<file path="src/rtl/fireball_projectile_control.sv">
// Single-fireball controller: launch, per-frame horizontal motion, hit/edge
// termination, timed impact hold and launch cooldown.
module fireball_projectile_control #(
    parameter int X_MAX           = 639,
    parameter int FB_W            = 16,
    parameter int STEP            = 4,
    parameter int IMPACT_FRAMES   = 8,
    parameter int COOLDOWN_FRAMES = 30
) (
    input  logic       Clk,
    input  logic       Reset,
    input  logic       frame_tick,
    input  logic       fire_req,
    input  logic [9:0] start_x,
    input  logic [9:0] start_y,
    input  logic       dir,
    input  logic       hit,
    output logic       is_active,
    output logic       impact,
    output logic       ready,
    output logic [9:0] pos_x,
    output logic [9:0] pos_y,
    output logic       hit_pulse,
    output logic [1:0] fsm_state
);

    localparam int MAX_FRAMES = (IMPACT_FRAMES > COOLDOWN_FRAMES) ? IMPACT_FRAMES : COOLDOWN_FRAMES;
    localparam int CW         = $clog2(MAX_FRAMES) + 1;

    localparam logic [10:0] RIGHT_LIMIT = 11'(X_MAX - FB_W + 1);
    localparam logic [10:0] STEP_W      = 11'(STEP);
    localparam logic [9:0]  STEP_N      = 10'(STEP);
    localparam logic [CW-1:0] IMPACT_LAST = CW'(IMPACT_FRAMES - 1);
    localparam logic [CW-1:0] COOL_LAST   = CW'(COOLDOWN_FRAMES - 1);

    typedef enum logic [1:0] {
        IDLE     = 2'd0,
        FLY      = 2'd1,
        IMPACT   = 2'd2,
        COOLDOWN = 2'd3
    } state_t;

    state_t        state, state_nxt;
    logic [9:0]    x_nxt, y_nxt;
    logic          dir_q, dir_nxt;
    logic [CW-1:0] cnt, cnt_nxt;
    logic          pulse_nxt;
    logic [10:0]   x_wide, x_plus;

    // Edge tests are done one bit wider so a step past 1023 or below 0 is caught, never wrapped.
    assign x_wide = {1'b0, pos_x};
    assign x_plus = x_wide + STEP_W;

    always_ff @(posedge Clk or negedge Reset) begin
        if (!Reset) begin
            state     <= IDLE;
            pos_x     <= '0;
            pos_y     <= '0;
            dir_q     <= 1'b0;
            cnt       <= '0;
            hit_pulse <= 1'b0;
        end else begin
            state     <= state_nxt;
            pos_x     <= x_nxt;
            pos_y     <= y_nxt;
            dir_q     <= dir_nxt;
            cnt       <= cnt_nxt;
            hit_pulse <= pulse_nxt;
        end
    end

    always_comb begin
        state_nxt = state;
        x_nxt     = pos_x;
        y_nxt     = pos_y;
        dir_nxt   = dir_q;
        cnt_nxt   = cnt;
        pulse_nxt = 1'b0;
        case (state)
            IDLE: begin
                if (fire_req) begin
                    state_nxt = FLY;
                    x_nxt     = start_x;
                    y_nxt     = start_y;
                    dir_nxt   = dir;
                end
            end
            FLY: begin
                // A hit outranks a coincident frame tick: position freezes where it was struck.
                if (hit) begin
                    state_nxt = IMPACT;
                    pulse_nxt = 1'b1;
                    cnt_nxt   = '0;
                end else if (frame_tick) begin
                    if (!dir_q) begin
                        if (x_plus > RIGHT_LIMIT) begin
                            state_nxt = COOLDOWN;
                            cnt_nxt   = '0;
                        end else begin
                            x_nxt = x_plus[9:0];
                        end
                    end else begin
                        if (x_wide < STEP_W) begin
                            state_nxt = COOLDOWN;
                            cnt_nxt   = '0;
                        end else begin
                            x_nxt = pos_x - STEP_N;
                        end
                    end
                end
            end
            IMPACT: begin
                if (frame_tick) begin
                    if (cnt == IMPACT_LAST) begin
                        state_nxt = COOLDOWN;
                        cnt_nxt   = '0;
                    end else begin
                        cnt_nxt = cnt + CW'(1);
                    end
                end
            end
            COOLDOWN: begin
                if (frame_tick) begin
                    if (cnt == COOL_LAST) begin
                        state_nxt = IDLE;
                        cnt_nxt   = '0;
                    end else begin
                        cnt_nxt = cnt + CW'(1);
                    end
                end
            end
            default: state_nxt = IDLE;
        endcase
    end

    assign is_active = (state == FLY) || (state == IMPACT);
    assign impact    = (state == IMPACT);
    assign ready     = (state == IDLE);
    assign fsm_state = state;

endmodule

</file>
<file path="config.mk">
export PLATFORM = sky130hd
export DESIGN_NAME = fireball_projectile_control
export DESIGN_NICKNAME = d
export VERILOG_FILES = /design/src/rtl/fireball_projectile_control.sv
export SDC_FILE = /design/constraint.sdc
export NUM_CORES = 1
export LEC_CHECK = 0
export BUFFER_PORTS_ARGS = -buffer_cell sky130_fd_sc_hd__buf_2
export CORE_MARGIN = 2
export CORE_UTILIZATION = 29
export DETAILED_ROUTE_END_ITERATION = 7
export GPL_TIMING_DRIVEN = 0
export SYNTH_ARGS = -nofsm -noshare
export SYNTH_HDL_FRONTEND = slang
export SYNTH_SLANG_ARGS = --single-unit
</file>
<file path="constraint.sdc">
create_clock -name Clk -period 2.9 [get_ports Clk]
set_clock_uncertainty 0.1 [all_clocks]
set_input_delay 0.435 -clock Clk [delete_from_list [all_inputs] [get_ports Clk]]
set_output_delay 0.435 -clock Clk [all_outputs]
set_load 0.02 [all_outputs]
</file>
# --- Yosys cells after proc, flatten, opt, wreduce, memory -nomap -nowiden ---
# Index checks and enable logic that the tools add are counted.
totals:
  inputBits: 26
  out_inout_bits: 26
  word_cells: 66
  reg_bits: 30
op_classes:
  eq_ne: 17
  magnitude_cmp: 2
  addsub: 3
  n_mux: 30
  reduce_logical: 8
op_table:
  columns: ["cell", "count"]
  rows:
  - ["2-to-1 mux 10 bit", 6]
  - ["2-to-1 mux 6 bit", 9]
  - ["2-to-1 mux 2 bit", 10]
  - ["case mux 10 bit (2 select lines)", 1]
  - ["case mux 6 bit (3 select lines)", 1]
  - ["!= test 2 bit (second input constant)", 6]
  - ["AND reduction 6 bit", 2]
  - ["adder 10 x 3 -> 11 bit (second input constant)", 1]
  - ["> comparator 11 x 10 -> 1 bit (second input constant)", 1]
  - ["< comparator 10 x 3 -> 1 bit (second input constant)", 1]
  - ["subtractor 10 x 3 -> 10 bit (second input constant)", 1]
  - ["!= test 3 bit (second input constant)", 3]
  - ["!= test 4 bit (second input constant)", 2]
  - ["case mux 2 bit (4 select lines)", 1]
  - ["AND reduction 8 bit", 1]
  - ["adder 6 x 1 -> 6 bit (second input constant)", 1]
  - ["equality test 6 x 3 -> 1 bit (second input constant)", 1]
  - ["equality test 6 x 5 -> 1 bit (second input constant)", 1]
  - ["equality test 2 bit (second input constant)", 2]
  - ["nonzero test 3 bit", 1]
  - ["equality test 2 x 1 -> 1 bit (second input constant)", 1]
  - ["zero test 2 bit", 1]
  - ["2-to-1 mux 1 bit", 2]
  - ["!= test 2 x 1 -> 1 bit (second input constant)", 1]
  - ["other kinds (3)", 3]

# --- Longest topological paths before layout ---
logic_depth:
  depth_word: 7
  ltp_mapped: 9
  depth_no_buf: 8

# --- Worst setup path after synthesis ---
# OpenSTA, ideal clock, no wires.
synth_path:
  path_kind: "flip-flop to flip-flop"
  from: "register pos_x[2]"
  to: "register cnt[4]"
  required_ns: 2.713
  t_arrival_ns: 2.210
  slack_ns: 0.503
  setup_ns: 0.087
  path_buffers: 0
  synth_period_minus_slack_ns: 2.397
  path_stages_with_launch: 8
  path_cell_list: "dfrtp_1 -> ha_1 -> nand2_1 -> a2111o_1 -> a311oi_2 -> o31ai_2 -> or4_1 -> o211ai_1"
synth_via:
  elab_chain_len: 4
  word_cells_on_any_way: 6
  cone_classes: "add/sub: 1; order compare: 2; eq/ne: 2; reduce/logical: 1"
synth_lines:
  columns: ["item", "line", "text"]
  rows:
  - ["start: declaration", "21", "output logic [9:0] pos_x,"]
  - ["start signal: assignment", "64", "pos_x <= x_nxt;"]
  - ["adder 10 x 3 -> 11 bit", "52", "assign x_plus = x_wide + STEP_W;"]
  - ["> comparator 11 x 10 -> 1 bit", "96", "if (x_plus > RIGHT_LIMIT) begin"]
  - ["!= test 4 bit (no line)", null, null]
  - ["AND reduction 6 bit (no line) *", null, null]
  - ["end signal: assignment", "67", "cnt <= cnt_nxt;"]
  - ["end: declaration", "46", "logic [CW-1:0] cnt, cnt_nxt;"]
# Mark *: on every way between the ends. The rest lies on a longest branch, timed or not.
# A chain may end at the register's enable or synchronous reset.

# --- Worst setup path in the final report ---
layout_path:
  from: "register state[1], in the netlist fsm_state[1]"
  to: "register pos_x[5]"
layout_via:
  elab_chain_len: 3
  word_cells_on_any_way: 10
  cone_classes: "eq/ne: 6; mux: 1; reduce/logical: 3"
layout_lines:
  columns: ["item", "line", "text"]
  rows:
  - ["start: declaration", "43", "state_t state, state_nxt;"]
  - ["start signal: assignment", "63", "state <= state_nxt;"]
  - ["equality test 2 x 1 -> 1 bit or zero test 2 bit (tied branches)", "79", "case (state)"]
  - ["!= test 3 bit (no line), or another cell as far along", null, null]
  - ["AND reduction 6 bit (no line)", null, null]
# Parallel ways exist; a longest one is shown, timed or not.

==> metrics.csv <==
stage,metric,value,unit
routing,drt total wl,4.76,mm
global_route,met1 usage in global routing,0.187,
clock_tree,clk_lat worst skew,0.28,ns
global_route,gr ovfl total,0,
clock_tree,htree depth,2,
floorplanning,chip height,84.4,um
setup_path,Crit Path Class,reg -> reg,
global_route,busiest grt layer,met2,
sta,Slew headroom,0.528,
setup_path,endpoint class of the critical path,register,
floorplanning,placement row count,29,
sta,Max Slew Vio Count,0,
routing,Iter 0 DRT Violations,60,
clock_tree,clk buf depth,2,
flow_run,max_cap viols,0,
power_and_ir_drop,clock share of power,0.173,
setup_path,Worst setup SP type,register,
synthesis,Yosys cell types,48,
outcome,outcome,finished clean,
global_route,met2 Resource Use GR,0.223,
global_route,vias in the first global route,1694,
clock_tree,CTS clock-pin slew for the worst setup and hold paths,0.07,ns
sta,RSZ-0062 raised after global routing,no,
hold_path,HP Class,in -> async,
clock_tree,CTS resizes,1,
power_and_ir_drop,Leak Pwr,1.08,nW
placement,final HPWL from detailed placement,3.45,mm
sta,Tmin final,2.61,ns
setup_path,Worst EP arrival,2.66,ns
layout,fin nets,282,
routing,vias per cell,5.22,
routing,"antenna viol nets, final",0,
sta,Max Clock Freq,384,MHz
power_and_ir_drop,pwr dens,1300,nW/um^2
layout,"commonest non-fill, non-tap cell in the layout",buf_2,
global_route,initial antenna violation count,0,
power_and_ir_drop,Seq pwr share,0.255,
sta,Final Hold Fails,0,
floorplanning,die area,7130,sq um
placement,IO buf count,51,
synthesis,Synth Net Count,224,
clock_tree,hold_buf cts,0,
routing,routed via count,1701,
global_route,gr usage total,0.138,
global_route,M3 GR Usage,0.0315,
power_and_ir_drop,Gate power share,0.572,
global_route,first-pass GRT wire length,7.97,mm
setup_path,CP Max Fanout,10,
synthesis,Post-synth ARST share,1.00,
sta,Fin Hold WS,0.0937,ns
synthesis,synthesis-stage register bit count,30,
synthesis,"Cell Area, Synth",1880,sq um
sta,worst slew pin tran,0.705,ns
power_and_ir_drop,switch share,0.452,
power_and_ir_drop,Peak supply drop,0.556,mV
clock_tree,CTS sink count,30,
layout,Diodes inserted,0,
synthesis,Post-Synthesis Cells,190,
floorplanning,die width,84.4,um
routing,Wirelength per Cell,14.6,um
clock_tree,TritonCTS clock tree,yes,
synthesis,Post-synth EDFFs,0,
clock_tree,CTS buffer count,5,
floorplanning,initial core utilization,0.297,
clock_tree,"Setup Fix Bufs, Post-CTS",0,
layout,Util after Layout,0.378,
synthesis,sequential area share after synthesis,0.400,
global_route,largest net degree at the start of global routing,31,
routing,DRC violations left,0,
setup_path,Worst Path Required,2.96,ns
power_and_ir_drop,sw power,1.40,mW
layout,"commonest cells after routing, fill and taps aside","54 x buf_2, 30 x dfrtp_1, 14 x mux2_2",
floorplanning,Core Region,6310,sq um
layout,area grow syn2layout,27.3,%
sta,period utilisation layout,0.899,
synthesis,"Avg Cell Area, Syn",9.87,sq um
sta,final setup violation count,0,
clock_tree,root buf cell,clkbuf_8,
placement,Placer Congestion,0.801,
synthesis,Most used DFF post-synth,dfrtp_1,
synthesis,Synth Warn #,0,
layout,layout cell share with drive strength beyond 1,0.349,
routing,Pre-antenna DRT Iters,4,
power_and_ir_drop,cell internal pwr,1.69,mW
floorplanning,boundary pin count,52,
## worst max-delay path, cell delays in order, from the launching register on
cell and delay (ns):
dfrtp_1 0.42, inv_1 0.11, ha_1 0.15, clkbuf_1 0.35, clkinv_1 0.42, o21ai_4 0.39
nor2_1 0.24, a22oi_1 0.20, o31ai_1 0.10
## final cells by class
| type | count | area, sq um |
|---|---|---|
| well taps | 77 | 96.3 |
| plain buffers | 9 | 48.8 |
| clock inverters | 2 | 60.1 |
| flip-flops and latches | 30 | 751 |
| repair buffers | 51 | 255 |
| inverters | 11 | 41.3 |
| clock buffers | 6 | 82.6 |
| fillers | 685 | 3930 |
| multi-input cells | 140 | 1050 |
## Yosys cell counts, types with 3 or more instances
| cell | count | share of area |
|---|---|---|
| mux2_2 | 14 | 0.084 |
| a31oi_1 | 8 | 0.027 |
| and3_1 | 7 | 0.023 |
| a21oi_1 | 5 | 0.013 |
| o31ai_1 | 10 | 0.040 |
| nand4_1 | 3 | 0.010 |
| nand2_1 | 13 | 0.026 |
| and2_1 | 3 | 0.010 |
| buf_2 | 3 | 0.0080 |
| dfrtp_1 | 30 | 0.40 |
| nand3_1 | 4 | 0.011 |
| o21ai_0 | 9 | 0.024 |
| nor2_1 | 6 | 0.012 |
| inv_1 | 10 | 0.020 |
| a22oi_1 | 6 | 0.024 |
| clkbuf_1 | 4 | 0.0080 |
| nor2b_1 | 5 | 0.017 |
| nand2b_1 | 4 | 0.013 |
| xnor2_1 | 3 | 0.014 |
| ha_1 | 8 | 0.053 |
## power by group through the flow
stage	clock network, mW	registers [mW]	logic [mW]
2_1_floorplan	0	0.968	1.08
3_3_place_gp	0	0.787	1.72
3_5_place_dp	0	0.798	1.75
4_1_cts	0.549	0.790	1.76
5_1_grt	0.570	0.820	1.94
6_report	0.534	0.788	1.77
## sequential cells by signal (all words and copies together) (netlist names)
name	flops
pos_x	10
pos_y	10
cnt	6
fsm_state	2
dir_q	1
hit_pulse	1
## logic make-up after synthesis
kind of cell	share of synthesized area
compound gates	0.227
simple gates	0.163
flops	0.400
buf+inv	0.0480
mux	0.0947
fa+ha+maj	0.0534
xor+xnor	0.0140
## layer usage
layer | part of all wire | vias to the layer above
met5 | 0 | -
met4 | 0.0076 | 0
met3 | 0.056 | 5
met2 | 0.46 | 56
met1 | 0.48 | 816
li1 | - | 824
## final timing paths
check	from	end	slack, ns	cells past startpoint
min in group Clk	start_y[0]	pos_y[0]	0.28	2
max in group asynchronous	Reset	pos_x[1]	2.15	1
hold / removal	Reset	cnt[4]	0.09	1
setup / recovery	fsm_state[1]	pos_x[5]	0.29	8
setup reg to reg	fsm_state[1]	pos_x[5]	0.29	8
hold reg to reg	pos_y[7]	pos_y[7]	0.40	1
## stage by stage
stage | std cells | setup slack [ns] | TNS (ns) | instance area, sq um | power (mW)
2_1_floorplan | 190 | 0.503 | 0 | 1880 | 2.05
3_3_place_gp | 318 | -0.0354 | -0.180 | 2230 | 2.51
3_5_place_dp | 318 | -0.0145 | -0.0223 | 2230 | 2.55
4_1_cts | 326 | 0.158 | 0 | 2370 | 3.10
5_1_grt | 326 | 0.0829 | 0 | 2390 | 3.33
6_report | 326 | 0.294 | 0 | 2390 | 3.09
Power figures use the tool's default switching activity.
